$ cat src/rtl/sun_sar_pkg.sv
// Shared types and helpers for the clocked SAR sequencer.
// Holds the FSM state enum, width limits and the CDAC update function.
package sun_sar_pkg;

   localparam int SAR_NMAX = 16;
   localparam int SAR_CW   = SAR_NMAX - 1;
   localparam int SAR_KW   = 4;

   typedef enum logic [2:0] {
      S_IDLE,
      S_SAMPLE,
      S_CMP,
      S_DEC,
      S_OUT
   } sar_state_t;

   typedef struct packed {
      logic [SAR_CW-1:0] cp;
      logic [SAR_CW-1:0] cn;
   } dac_t;

   // Bit k drives DAC lane k-1; the LSB decision (k==0) has no lane.
   function automatic dac_t dac_update(
      input logic [SAR_KW-1:0] k,
      input logic              d,
      input logic [SAR_CW-1:0] cp,
      input logic [SAR_CW-1:0] cn
   );
      dac_t               r;
      logic [SAR_KW-1:0]  idx;
      r.cp = cp;
      r.cn = cn;
      idx  = k - SAR_KW'(1);
      if (k != '0) begin
         r.cp[idx] = d;
         r.cn[idx] = ~d;
      end
      return r;
   endfunction

endpackage

$ cat src/rtl/sun_sar_outreg.sv
// Result holding register with valid/ready handshake and sticky overrun.
// Ports: clk_i, rst_i, load_i, data_i, ready_i, clr_i, dout_o, dvalid_o, ovr_o.
module sun_sar_outreg #(
   parameter int NBITS = 9
) (
   input  logic             clk_i,
   input  logic             rst_i,
   input  logic             load_i,
   input  logic [NBITS-1:0] data_i,
   input  logic             ready_i,
   input  logic             clr_i,
   output logic [NBITS-1:0] dout_o,
   output logic             dvalid_o,
   output logic             ovr_o
);

   logic [NBITS-1:0] dout_q, dout_d;
   logic             dvalid_q, dvalid_d;
   logic             ovr_q, ovr_d;

   always_comb begin
      dout_d   = dout_q;
      dvalid_d = dvalid_q;
      ovr_d    = ovr_q;
      if (dvalid_q && ready_i) begin
         dvalid_d = 1'b0;
      end
      if (load_i) begin
         dout_d   = data_i;
         dvalid_d = 1'b1;
         // unread data lost only if the consumer is not taking it now
         if (dvalid_q && !ready_i) begin
            ovr_d = 1'b1;
         end
      end
      if (clr_i) begin
         ovr_d = 1'b0;
      end
   end

   always_ff @(posedge clk_i or posedge rst_i) begin
      if (rst_i) begin
         dout_q   <= '0;
         dvalid_q <= 1'b0;
         ovr_q    <= 1'b0;
      end else begin
         dout_q   <= dout_d;
         dvalid_q <= dvalid_d;
         ovr_q    <= ovr_d;
      end
   end

   assign dout_o   = dout_q;
   assign dvalid_o = dvalid_q;
   assign ovr_o    = ovr_q;

endmodule

$ cat src/rtl/sun_sar_seq_nb.sv
// Clocked SAR sequencer: sample, binary search over NBITS, split CDAC drive.
// Ports: CK/RST, EN/START/CONT, CMP_OP/ON in; CK_SAMPLE/CK_CMP, CP/CN, DONE, DOUT/DVALID/DREADY, OVR/ERR, CLR_FLAGS.
module sun_sar_seq_nb #(
   parameter int NBITS    = 9,
   parameter int TSAMPLE  = 4,
   parameter int CMP_WAIT = 2
) (
   input  logic             CK,
   input  logic             RST,
   input  logic             EN,
   input  logic             START,
   input  logic             CONT,
   input  logic             CMP_OP,
   input  logic             CMP_ON,
   output logic             CK_SAMPLE,
   output logic             CK_CMP,
   output logic [NBITS-2:0] CP,
   output logic [NBITS-2:0] CN,
   output logic             DONE,
   output logic [NBITS-1:0] DOUT,
   output logic             DVALID,
   input  logic             DREADY,
   output logic             OVR,
   output logic             ERR,
   input  logic             CLR_FLAGS
);

   import sun_sar_pkg::*;

   localparam int KW   = $clog2(NBITS);
   localparam int TMAX = (TSAMPLE > CMP_WAIT) ? TSAMPLE : CMP_WAIT;
   localparam int CW   = $clog2(TMAX + 1);

   sar_state_t       state_q;
   logic [CW-1:0]    cnt_q;
   logic [KW-1:0]    k_q;
   logic [NBITS-1:0] res_q;
   logic [NBITS-2:0] cp_q, cn_q;
   logic             ck_sample_q, ck_cmp_q;
   logic             done_q, err_q;

   logic dec_d;
   logic load;
   dac_t dac_x;
   logic unused_dac;

   // an unresolved comparator (OP==ON) decodes as 0
   assign dec_d = CMP_OP & ~CMP_ON;
   assign load  = (state_q == S_OUT) && EN;

   always_comb begin
      dac_x = dac_update(SAR_KW'(k_q), dec_d,
                         SAR_CW'(cp_q), SAR_CW'(cn_q));
   end

   // lanes above NBITS-2 are don't-care
   assign unused_dac = ^dac_x;

   always_ff @(posedge CK or posedge RST) begin
      if (RST) begin
         state_q     <= S_IDLE;
         cnt_q       <= '0;
         k_q         <= '0;
         res_q       <= '0;
         cp_q        <= '0;
         cn_q        <= '0;
         ck_sample_q <= 1'b0;
         ck_cmp_q    <= 1'b0;
         done_q      <= 1'b0;
         err_q       <= 1'b0;
      end else begin
         done_q <= 1'b0;
         if (state_q != S_IDLE && !EN) begin
            state_q     <= S_IDLE;
            ck_sample_q <= 1'b0;
            ck_cmp_q    <= 1'b0;
            cp_q        <= '0;
            cn_q        <= '0;
         end else begin
            unique case (state_q)
               S_IDLE: begin
                  if (EN && (START || CONT)) begin
                     state_q     <= S_SAMPLE;
                     ck_sample_q <= 1'b1;
                     cnt_q       <= '0;
                     k_q         <= KW'(NBITS - 1);
                     cp_q        <= '0;
                     cn_q        <= '0;
                  end
               end
               S_SAMPLE: begin
                  if (cnt_q == CW'(TSAMPLE - 1)) begin
                     state_q     <= S_CMP;
                     ck_sample_q <= 1'b0;
                     ck_cmp_q    <= 1'b1;
                     cnt_q       <= '0;
                  end else begin
                     cnt_q <= cnt_q + CW'(1);
                  end
               end
               S_CMP: begin
                  if (cnt_q == CW'(CMP_WAIT - 1)) begin
                     state_q  <= S_DEC;
                     ck_cmp_q <= 1'b0;
                     cnt_q    <= '0;
                  end else begin
                     cnt_q <= cnt_q + CW'(1);
                  end
               end
               S_DEC: begin
                  res_q[k_q] <= dec_d;
                  cp_q       <= dac_x.cp[NBITS-2:0];
                  cn_q       <= dac_x.cn[NBITS-2:0];
                  if (CMP_OP == CMP_ON) begin
                     err_q <= 1'b1;
                  end
                  if (k_q == '0) begin
                     state_q <= S_OUT;
                  end else begin
                     k_q      <= k_q - KW'(1);
                     state_q  <= S_CMP;
                     ck_cmp_q <= 1'b1;
                  end
               end
               S_OUT: begin
                  done_q <= 1'b1;
                  if (CONT) begin
                     state_q     <= S_SAMPLE;
                     ck_sample_q <= 1'b1;
                     cnt_q       <= '0;
                     k_q         <= KW'(NBITS - 1);
                     cp_q        <= '0;
                     cn_q        <= '0;
                  end else begin
                     state_q <= S_IDLE;
                  end
               end
            endcase
         end
         if (CLR_FLAGS) begin
            err_q <= 1'b0;
         end
      end
   end

   sun_sar_outreg #(
      .NBITS(NBITS)
   ) u_outreg (
      .clk_i   (CK),
      .rst_i   (RST),
      .load_i  (load),
      .data_i  (res_q),
      .ready_i (DREADY),
      .clr_i   (CLR_FLAGS),
      .dout_o  (DOUT),
      .dvalid_o(DVALID),
      .ovr_o   (OVR)
   );

   assign CK_SAMPLE = ck_sample_q;
   assign CK_CMP    = ck_cmp_q;
   assign CP        = cp_q;
   assign CN        = cn_q;
   assign DONE      = done_q;
   assign ERR       = err_q;

endmodule
$ cat config.mk
export PLATFORM = sky130hd
export DESIGN_NAME = sun_sar_seq_nb
export DESIGN_NICKNAME = d
export VERILOG_FILES = /design/src/rtl/sun_sar_pkg.sv /design/src/rtl/sun_sar_outreg.sv /design/src/rtl/sun_sar_seq_nb.sv
export SDC_FILE = /design/constraint.sdc
export NUM_CORES = 1
export LEC_CHECK = 0
export ABC_AREA = 1
export CAP_MARGIN = 30
export CORE_ASPECT_RATIO = 1.25
export CORE_MARGIN = 1.5
export CORE_UTILIZATION = 25
export CTS_CLUSTER_DIAMETER = 50
export CTS_CLUSTER_SIZE = 20
export DETAILED_ROUTE_END_ITERATION = 6
export HOLD_SLACK_MARGIN = 0.03
export PLACE_DENSITY = 0.42
export RECOVER_POWER = 25
export SLEW_MARGIN = 0
export SYNTH_ARGS = -nofsm -noshare
export SYNTH_HDL_FRONTEND = slang
export SYNTH_HIERARCHICAL = 1
export SYNTH_SLANG_ARGS = --single-unit
$ cat constraint.sdc
create_clock -name CK -period 1.7 [get_ports CK]
set_clock_uncertainty 0.05 [all_clocks]
set_input_delay 0.34 -clock CK [delete_from_list [all_inputs] [get_ports CK]]
set_output_delay 0.34 -clock CK [all_outputs]
set_load 0.005 [all_outputs]
# After elaboration in Yosys (flattened, before gate mapping)
# Cells that the tools add are included.
# word_totals
rom_bits,0
register_bits,50
wordCells,124
mem_bits_rw,0
input_bits,9
latchBits,0
n_memories,0
# classes
n_shift,0
mul,0
n_lt_le_gt_ge,4
n_eq_ne,17
n_mux,51
reduce_logical,33
n_div,0
add_sub_neg,2
bitwise,4
# op_table
op,count
$pmux W8 S3,2
$mux W8,4
$bwmux W15,2
$mux W3,9
$mux W23,1
$mux W1,22
$reduce_bool A4 Y1,5
$reduce_and A4 Y1,4
$ne A3 B3 Y1 const B,5
$pmux W3 S5,1
$mux W4,3
$pmux W3 S4,1
$pmux W4 S3,1
$lt A4 B5 Y1 const B,2
$reduce_bool A2 Y1,5
$bwmux W9,1
$eq A3 B2 Y1 const B,3
$demux W1 S4,2
$ge A4 B1 Y1 const B,2
$ne A2 B2 Y1 const B,4
$logic_and A1 B1 Y1,7
$eq A3 B1 Y1 const B,2
$pmux W1 S3,2
$reduce_and A3 Y1,2
other kinds (14),19

# Longest topological paths before layout
# logic_depth
word_depth,9
mapped_depth,11
mapped_depth_nobuf,11

# Hierarchy
# The synthesis kept the hierarchy.
# by_module_without_submodules
module,area_per_inst_um2,cells_per_inst,seq_area_each_um2,instances
sun_sar_seq_nb,2127.0,274,975.9,1
sun_sar_outreg,429.2,47,275.3,1

# Worst setup path before layout
# No wires, ideal clock.
# synth_timing
path_type,register to register
from,reg k_q[0]
to,"reg cn_q[3], in the netlist CN[3]"
stages_incl_launch_ff,10
path_buffers,1
synth_period_minus_slack_ns,1.565
path_slack_ns,0.135
t_arrival_ns,1.398
setup_ns,0.116
path_cell_list,dfrtp_1 > inv_1 > ha_1 > buf_4 > nand2_1 > o21ai_1 > nor2_4 > nand2_1 > nand2_1 > nand2_1
# synth_via
elab_chain_cells,9
# synth_rtl
item,line,text
start: declaration,sun_sar_seq_nb.sv:36,logic [KW-1:0] k_q;
start signal: assignment,sun_sar_seq_nb.sv:86,k_q <= KW'(NBITS - 1);
start signal: assignment,sun_sar_seq_nb.sv:120,k_q <= k_q - KW'(1);
start signal: assignment,sun_sar_seq_nb.sv:131,k_q <= KW'(NBITS - 1);
$sub A4 B1 Y4,sun_sar_pkg.sv:33,idx = k - SAR_KW'(1);
$lt A4 B5 Y1 (not written as such) or $ge A4 B1 Y1 (tied branches),sun_sar_pkg.sv:36,r.cn[idx] = ~d;
$logic_and A1 B1 Y1 (not written as such),sun_sar_pkg.sv:36,
$mux W1 (not written as such),sun_sar_pkg.sv:36,
$demux W1 S4,sun_sar_pkg.sv:36,
$bwmux W15,sun_sar_pkg.sv:36,
$mux W23,sun_sar_pkg.sv:34,if (k != '0) begin
$pmux W8 S3,sun_sar_seq_nb.sv:80,unique case (state_q)
$mux W8,sun_sar_seq_nb.sv:73,if (state_q != S_IDLE && !EN) begin
end signal: assignment,sun_sar_seq_nb.sv:113,cn_q <= dac_x.cn[NBITS-2:0];
end: declaration,sun_sar_seq_nb.sv:38,"logic [NBITS-2:0] cp_q, cn_q;"
# Parallel ways exist; a longest one is shown, timed or not. The select of a mux whose other input is x is not followed.
# A chain may end at the register's enable or synchronous reset.

# Final worst setup path
# layout_timing
from,"reg u_outreg.dvalid_q, in the netlist u_outreg/dvalid_o"
to,out DVALID
# layout_rtl
item,line,text
start: declaration,sun_sar_outreg.sv:18,"logic dvalid_q, dvalid_d;"
start signal: assignment,sun_sar_outreg.sv:48,dvalid_q <= dvalid_d;
end: declaration,sun_sar_seq_nb.sv:21,"output logic DVALID,"
# No word-level cell between the ends.

==> results.cfg <==
[grt]
grt.met3_usage_pct = 2.82
grt_remaining_overflow = 0
met1_usage_pct = 15.2
grt_pass1_vias = 2198
grt_antenna_before_repair = 0
grt_pass1_wl_um = 10200
grt_max_degree = 40
grt_use_total_pct = 12.2
grt_use_met2_pct = 20.0
top_usage_layer = met2

[worst_setup_path]
reg2regPathDepth = 6
worstSetupEndpointType = primary output
worstPathArrival_ns = 1.20
critPathMaxStageDelay_ns = 0.51
crit_type = reg2out
slowest_stage = clkdlybuf4s50_1
crit_fanout = 3
path_buf_inv = 1
cp_cell_sequence = clkdlybuf4s50_1
r2r_start = state_q[2]
timing.critical_path.max_delay_family = buffers and inverters
start_kind = register
regToRegSetupSlack_ns = 0.16
required_ns = 1.31
reg2reg_to = res_q[8]

[timing]
period_needed_ns = 1.59
hold_viol = 0
finalCritPeriodShare_pct = 93.3
slew_headroom_pct = 39.4
max_freq_ghz = 0.630
setup_tns_ns = 0
setup_viol = 0
holdWs_ns = 0.320
tightestPinTransition_ns = 0.909
fin_ws_ns = 0.114
rsz0062_at_grt = yes
report.final.slew_viol_count = 0

[yosys]
avgSynthCellArea_sq_um = 7.96
synth_warnings = 6
synth_flop_cell = dfrtp_1
ys_async_sr_fraction_pct = 100
yosysSeqAreaShare_pct = 48.9
synth.largest_area_cell = dfrtp_1
synth_edf_count = 0
synth_fp_nets = 340
syn_inst = 321
synth_area_leaders = dfrtp_1 (49%), nand2_1 (21%), ha_1 (4.9%)
synth.top_cell.area_share_pct = 48.9
ys_types = 25
netlist_area_sq_mm = 0.00256
ys_ff_latch = 50

[final_layout]
nFillCells = 1063
final_area_sq_mm = 0.00339
layout_common_cells = nand2_1 (139), dfrtp_1 (48), clkdlybuf4s50_1 (39)
finalNetCount = 400
area_growth_syn_to_layout_pct = 32.7
layout_commonest_cell = nand2_1
final_core_utilization_pct = 33.9
fin_cells = 511
layout-drive-gt1-share_pct = 13.1
antennaDiodeCount = 0

[clock_network]
tritoncts = yes
h-tree-depth = 2
clk_path_buf_depth = 2
clk_pin_slew_ns = 0.07
cts_buffers = 5
cts.repair.resized = 0
hold_buffers = 0
post-cts-setup-buffer-count = 0
cts_root_buf = clkbuf_16
clock_sinks = 50
clk_latency_ns = 0.30

[detailed_routing]
drt_iter0_drc = 86
drc_errors = 0
wl_per_cell_um = 11.4
vias = 2147
via_per_inst = 4.20
drtAntennaViolNets = 0
wirelength_um = 5830
first_pass_iters = 4

[die]
fp.dieW_um = 93.4
die_area_sq_mm = 0.0108
die_h_um = 116
initial_utilization_pct = 25.6
rows = 41
io_pins = 40
core-area_sq_mm = 0.0100

[place]
io_buffers = 39
pre_cts_slack_ns = -0.237
placedInstanceArea_sq_mm = 0.00322
place.gp.congestion = 0.809
dp_hpwl_um = 4370
place_inst = 503

[power_and_ir_drop]
total_power_mw = 4.31
peakVddDrop_v = 0.000442
p_per_area_mw_per_mm2 = 1270
leakage_nw = 1.74

[run_status]
status = finished clean

[job]
cap_violations = 0

[min_path]
hold_path_class = in2async
[Yosys cell counts (2+ instances only)]
| master | instances |
|---|---|
| ha_1 | 10 |
| dfrtp_1 | 50 |
| o21ai_1 | 4 |
| nand2_1 | 140 |
| inv_1 | 32 |
| nand4_1 | 9 |
| a21oi_1 | 5 |
| o21ai_0 | 16 |
| inv_2 | 4 |
| nor2_2 | 3 |
| nor2_1 | 11 |
| nand2_2 | 2 |
| nand3_2 | 2 |
| buf_6 | 2 |
| nor2_4 | 5 |
| nand3_1 | 16 |
| nor3_1 | 2 |
[layout make-up]
type                       instances  area, sq um  share of cell area (%)
clock buffer                       5          125                    3.69
clock inverter                     3         47.5                    1.40
inverter                          37          144                    4.24
multi-input combinational        231         1150                    33.8
sequential                        50         1250                    36.9
tap                              129          161                    4.76
timing repair buffer              56          515                    15.2
[layer usage]
layer,vias up,wire length [um]
li1,1131,-
met1,982,2740
met2,28,2810
met3,6,166
met4,0,106
met5,-,0
[cells by family (layout without fill, tap and decap cells)]
group	after synthesis	after routing	share of synthesized area [%]
adders and majority gates	10	10	4.89
buffers and inverters	40	101	6.80
and+or+nand+nor	193	193	33.5
DFF	50	50	48.9
AOI/OAI and AO/OA	28	28	5.83
[registers in the layout, indices dropped and copies added, names as in the netlist]
signal,cells
k_q,4
CN,8
CP,8
u_outreg/dout_o,9
u_outreg/dvalid_o,1
ERR,1
DONE,1
res_q,9
cnt_q,3
CK_CMP,1
CK_SAMPLE,1
u_outreg/ovr_o,1
state_q,3
[report_power, final]
| group | switching, mW | internal (mW) | total, mW |
|---|---|---|---|
| Combinational | 1.01 | 0.616 | 1.62 |
| Sequential | 0.151 | 1.36 | 1.51 |
| Clock | 0.479 | 0.703 | 1.18 |
| Total | 1.64 | 2.68 | 4.31 |
[worst max path at each step]
stage                     cells after the start      to  slack [ns]               from
after floorplan                               9   CN[3]        0.14             k_q[0]
after global placement                        8   CN[7]       -0.21                 EN
after detailed placement                      8   CN[1]       -0.24                 EN
after CTS                                     8   CN[1]        0.05             k_q[0]
after global routing                          7  k_q[1]      -0.009                 EN
final                                         1  DVALID        0.11  u_outreg/dvalid_o
Power figures use the tool's default switching activity.
